File: src/rtl/uart_rx_unit.sv
// UART receiver: 16x oversampled, mid-bit sampling, optional odd/even parity, one-cycle done pulse.
// Define UART_RX_SYNC2_EN for a two-flop input synchronizer (default: single register stage).
module uart_rx_unit #(
    parameter int CLK_FREQ = 50_000_000
) (
    input  logic       clock,
    input  logic       reset,
    input  logic [1:0] parity_type,
    input  logic [1:0] baud_rate,
    input  logic       data_rx,
    output logic [7:0] data_out,
    output logic       active_flag,
    output logic       done_flag,
    output logic       parity_error,
    output logic       frame_error
);

    localparam logic [2:0] S_IDLE   = 3'd0;
    localparam logic [2:0] S_START  = 3'd1;
    localparam logic [2:0] S_DATA   = 3'd2;
    localparam logic [2:0] S_PARITY = 3'd3;
    localparam logic [2:0] S_STOP   = 3'd4;
    localparam logic [2:0] S_DONE   = 3'd5;

    localparam logic [15:0] DIV_M1_2400  = 16'(CLK_FREQ / (16 * 2400) - 1);
    localparam logic [15:0] DIV_M1_4800  = 16'(CLK_FREQ / (16 * 4800) - 1);
    localparam logic [15:0] DIV_M1_9600  = 16'(CLK_FREQ / (16 * 9600) - 1);
    localparam logic [15:0] DIV_M1_19200 = 16'(CLK_FREQ / (16 * 19200) - 1);

    logic        rx_s_q;
    logic        rx_prev_q;
    logic [2:0]  state_q, state_d;
    logic [15:0] cnt_q, cnt_d;
    logic [3:0]  nib_q, nib_d;
    logic [2:0]  bit_q, bit_d;
    logic [7:0]  shift_q, shift_d;
    logic [1:0]  baud_q, baud_d;
    logic [1:0]  par_q, par_d;
    logic        perr_pend_q, perr_pend_d;
    logic [7:0]  data_out_q, data_out_d;
    logic        perr_q, perr_d;
    logic        ferr_q, ferr_d;

    logic [15:0] div_m1;
    logic        tick;
    logic        start_edge;
    logic        par_en;
    logic        mid_bit;

`ifdef UART_RX_SYNC2_EN
    logic rx_meta_q;

    always_ff @(posedge clock) begin
        if (reset) begin
            rx_meta_q <= 1'b1;
            rx_s_q    <= 1'b1;
        end else begin
            rx_meta_q <= data_rx;
            rx_s_q    <= rx_meta_q;
        end
    end
`else
    always_ff @(posedge clock) begin
        if (reset) begin
            rx_s_q <= 1'b1;
        end else begin
            rx_s_q <= data_rx;
        end
    end
`endif

    always_ff @(posedge clock) begin
        if (reset) begin
            rx_prev_q <= 1'b1;
        end else begin
            rx_prev_q <= rx_s_q;
        end
    end

    assign start_edge = rx_prev_q & ~rx_s_q;
    assign par_en     = (par_q == 2'b01) || (par_q == 2'b10);

    always_comb begin
        case (baud_q)
            2'b00:   div_m1 = DIV_M1_2400;
            2'b01:   div_m1 = DIV_M1_4800;
            2'b10:   div_m1 = DIV_M1_9600;
            default: div_m1 = DIV_M1_19200;
        endcase
    end

    assign tick    = (state_q != S_IDLE) && (cnt_q == div_m1);
    assign mid_bit = tick && (nib_q == 4'd15);

    // The tick-count nibble wraps every 16 ticks, so each full-bit wait ends at nibble 15.
    always_comb begin
        state_d     = state_q;
        cnt_d       = tick ? 16'd0 : cnt_q + 16'd1;
        nib_d       = tick ? nib_q + 4'd1 : nib_q;
        bit_d       = bit_q;
        shift_d     = shift_q;
        baud_d      = baud_q;
        par_d       = par_q;
        perr_pend_d = perr_pend_q;
        data_out_d  = data_out_q;
        perr_d      = perr_q;
        ferr_d      = ferr_q;
        case (state_q)
            S_IDLE: begin
                cnt_d = 16'd0;
                nib_d = 4'd0;
                if (start_edge) begin
                    state_d     = S_START;
                    baud_d      = baud_rate;
                    par_d       = parity_type;
                    bit_d       = 3'd0;
                    perr_pend_d = 1'b0;
                end
            end
            S_START: begin
                if (tick && (nib_q == 4'd7)) begin
                    nib_d   = 4'd0;
                    bit_d   = 3'd0;
                    state_d = rx_s_q ? S_IDLE : S_DATA;
                end
            end
            S_DATA: begin
                if (mid_bit) begin
                    shift_d = {rx_s_q, shift_q[7:1]};
                    bit_d   = bit_q + 3'd1;
                    if (bit_q == 3'd7) begin
                        state_d = par_en ? S_PARITY : S_STOP;
                    end
                end
            end
            S_PARITY: begin
                if (mid_bit) begin
                    perr_pend_d = (^shift_q) ^ rx_s_q ^ (par_q == 2'b01);
                    state_d     = S_STOP;
                end
            end
            S_STOP: begin
                if (mid_bit) begin
                    state_d    = S_DONE;
                    data_out_d = shift_q;
                    perr_d     = par_en & perr_pend_q;
                    ferr_d     = ~rx_s_q;
                end
            end
            S_DONE: begin
                state_d = S_IDLE;
                cnt_d   = 16'd0;
                nib_d   = 4'd0;
            end
            default: begin
                state_d = S_IDLE;
                cnt_d   = 16'd0;
                nib_d   = 4'd0;
            end
        endcase
    end

    always_ff @(posedge clock) begin
        if (reset) begin
            state_q     <= S_IDLE;
            cnt_q       <= 16'd0;
            nib_q       <= 4'd0;
            bit_q       <= 3'd0;
            shift_q     <= 8'd0;
            baud_q      <= 2'b00;
            par_q       <= 2'b00;
            perr_pend_q <= 1'b0;
            data_out_q  <= 8'd0;
            perr_q      <= 1'b0;
            ferr_q      <= 1'b0;
        end else begin
            state_q     <= state_d;
            cnt_q       <= cnt_d;
            nib_q       <= nib_d;
            bit_q       <= bit_d;
            shift_q     <= shift_d;
            baud_q      <= baud_d;
            par_q       <= par_d;
            perr_pend_q <= perr_pend_d;
            data_out_q  <= data_out_d;
            perr_q      <= perr_d;
            ferr_q      <= ferr_d;
        end
    end

    assign data_out     = data_out_q;
    assign active_flag  = (state_q != S_IDLE);
    assign done_flag    = (state_q == S_DONE);
    assign parity_error = perr_q;
    assign frame_error  = ferr_q;

endmodule

File: config.mk
export PLATFORM = sky130hd
export DESIGN_NAME = uart_rx_unit
export DESIGN_NICKNAME = d
export VERILOG_FILES = /design/src/rtl/uart_rx_unit.sv
export SDC_FILE = /design/constraint.sdc
export NUM_CORES = 1
export LEC_CHECK = 0
export CAP_MARGIN = 20
export CORE_MARGIN = 10
export CORE_UTILIZATION = 52
export CTS_CLUSTER_SIZE = 30
export DETAILED_ROUTE_END_ITERATION = 8
export HOLD_SLACK_MARGIN = 0.08
export PLACE_DENSITY = 0.75
export SLEW_MARGIN = 10
export SYNTH_ARGS = -nofsm -noshare
export SYNTH_HDL_FRONTEND = slang
export SYNTH_SLANG_ARGS = --single-unit
export TNS_END_PERCENT = 5
File: constraint.sdc
create_clock -name clock -period 2.4 [get_ports clock]
set_input_delay 0.36 -clock clock [delete_from_list [all_inputs] [get_ports clock]]
set_output_delay 0.36 -clock clock [all_outputs]
set_load 0.02 [all_outputs]
==> results.ini <==
[route]
drt_pass1_iterations = 4
vias = 1831
vias_per_cell = 5.32
drc_errors = 0
wirelength_um = 4520
ant_nets = 0
wire_per_inst_um = 13.1
drtIter0Drc = 56

[grt]
antenna_found_initial = 0
grt_pass1_vias = 1817
grt_max_degree = 17
grt_pass1_wl_um = 7990
grt_util_all_layers_pct = 12.8
gr-total-overflow = 0

[final_layout]
layout-drive-gt1-share_pct = 13.0
final_cells = 344
fillers = 378
fin_nets = 307
diodes = 0
areaGrowthSynthToFinish_pct = 20.1

[synth]
synth_seq_cells = 51
synth.largest_area_cell = dfxtp_1
yosysTopAreaCellShare_pct = 42.3
syn_inst = 259
synth_area_leaders = dfxtp_1, mux2i_1, nor2_1
synth_edf_count = 0
ys_seq_area_share_pct = 42.3
async_reset_ff_share_pct = 0
syn_area_um2 = 2410
synth_common_cells = dfxtp_1, nor2_1, mux2i_1
synth_ff_type = dfxtp_1
syn-num-nets = 275
ys_warn_count = 0
synth.avg_cell_area_um2 = 9.31
ys_types = 44

[setup_path]
crit_required_ns = 2.62
path_class = reg -> reg
critPathMaxFanout = 7
crit_path_start_kind = flip-flop
end_kind = flip-flop
reg2reg_depth = 10
arrival_ns = 2.46

[clock_network]
clock-sinks = 51
insertion_delay_ns = 0.31
htree_levels = 2
cts_tree = built
cts_hold_buf = 0
cts_setup_buffers = 0
clockBufferDepth = 2
path_clk_slew_ns = 0.09
cts_buffers = 5
ctsRootBufferMaster = clkbuf_8

[pwr]
leakage_nw = 1.12
powerDensity_nw_per_um2 = 505
ir_drop_mv = 0.315

[place]
dp.cells = 335
port_buffers = 18
pre_cts_slack_ns = -0.0101
place_congestion = 0.786
hpwl_um = 3300

[worst_hold_path]
min_path_cells = 1
holdCritPathClass = reg -> reg

[sta]
fmax_mhz = 447
tightest_slew_ns = 0.444
slew_headroom_pct = 70.3
skew_ns = 0.0111
post-route-min-period_ns = 2.24
timing.final.crit_share_pct = 93.3
rsz0062_at_grt = yes
layout_setup_ws_ns = 0.160
finalHoldViolations = 0
setup_violations = 0
finalMaxSlewViolations = 0

[die]
coreArea_um2 = 4410
dieWidth_um = 88.1
start_util_pct = 54.6
io_pins = 19
rows = 24
die_y_um = 88.1
die_area_um2 = 7760

[job]
maxCapViolCount = 0

[outcome]
outcome = finished clean

[repair_timing]
item	CTS	global route
pin swaps	1	9
endpoints found under the setup margin	4	28
gates cloned	0	1
gates resized for setup	1	16
[power by group]
part           total, mW  internal (mW)  switching (mW)
registers          0.858          0.853         0.00556
logic              0.102         0.0507          0.0511
clock network      0.503          0.210           0.293
[per-stage QoR]
| step | total power [mW] | cell area (µm²) | util, % | hold WS, ns | TNS, ns |
|---|---|---|---|---|---|
| after CTS | 1.48 | 2840 | 64.2 | 0.494 | 0 |
| after floorplan | 0.939 | 2410 | - | 0.448 | 0 |
| after global routing | 1.52 | 2900 | 65.6 | 0.527 | -0.266 |
| after detailed placement | 0.977 | 2740 | 62.2 | 0.469 | -0.0265 |
| final | 1.46 | 2900 | 65.6 | 0.495 | 0 |
| after global placement | 0.976 | 2740 | 62.2 | 0.467 | 0 |
[registers in the layout, indices dropped and copies added, names as in the netlist]
name,cells
baud_q,2
bit_q,3
cnt_q,16
data_out,8
frame_error,1
nib_q,4
par_q,2
parity_error,1
perr_pend_q,1
rx_prev_q,1
rx_s_q,1
shift_q,8
state_q,3
[metal layers]
metal  track usage [%]  routed length [µm]  vias to the layer above
met5                 0                   0                        -
met4              4.42                  76                        0
met3              5.76                 227                        8
met2              21.0                2180                       19
met1              14.3                2040                      861
li1                  -                   -                      943
[layout make-up]
| cell class | count | area, µm² | share of cell area (%) |
|---|---|---|---|
| inverter | 7 | 26.3 | 0.907 |
| sequential | 51 | 1020 | 35.3 |
| timing repair buffer | 36 | 347 | 12.0 |
| clock buffer | 6 | 72.6 | 2.51 |
| tap | 52 | 65.1 | 2.25 |
| clock inverter | 2 | 17.5 | 0.605 |
| multi-input combinational | 190 | 1350 | 46.4 |
[kinds of logic after synthesis]
logic type      synth area share (%)
compound gates                  7.26
xor+xnor                        10.9
fa+ha+maj                       4.67
buf+inv                         3.53
flops                           42.3
mux                             10.4
simple gates                    20.9
[path summary, 6_finish.rpt]
kind | end | slack (ns) | startpoint
worst max-delay path | nib_q[0] | 0.16 | baud_q[0]
worst max register to register | nib_q[0] | 0.16 | baud_q[0]
worst min register to register | bit_q[1] | 0.50 | bit_q[1]
worst min-delay path | bit_q[1] | 0.50 | bit_q[1]
[cells in the final DEF (no fill, tap or decap), types with 2 or more instances in the layout]
cell,netlist,final
and4_1,2,2
nor2_1,51,51
buf_6,1,5
o21ai_1,1,2
o22ai_1,2,2
dfxtp_1,51,49
nand3b_1,2,2
buf_4,2,12
or3_1,2,2
ha_1,9,7
dfxtp_2,0,2
nor2b_1,2,2
nand2_1,9,9
clkbuf_8,0,5
nand4_1,3,3
a21oi_1,6,6
a22o_1,2,2
ha_2,0,2
mux2i_1,24,24
nand3_1,8,8
xnor2_1,17,17
clkinv_4,0,2
and3_1,6,6
xor2_1,13,13
inv_1,7,6
nor3_4,0,2
nor3_1,5,4
nand2b_1,5,5
clkdlybuf4s50_1,0,18
or2_2,2,2
[worst max-delay path, cell delays in order (launching register included)]
cell and delay (ns):
dfxtp_2 0.37, inv_2 0.04, ha_2 0.17, or3_1 0.30
a222oi_1 0.32, nand4_1 0.15, buf_6 0.18, buf_6 0.13
o311ai_2 0.20, a21o_1 0.21, nor2_1 0.06
No activity file was read; power rests on OpenSTA's default activity.
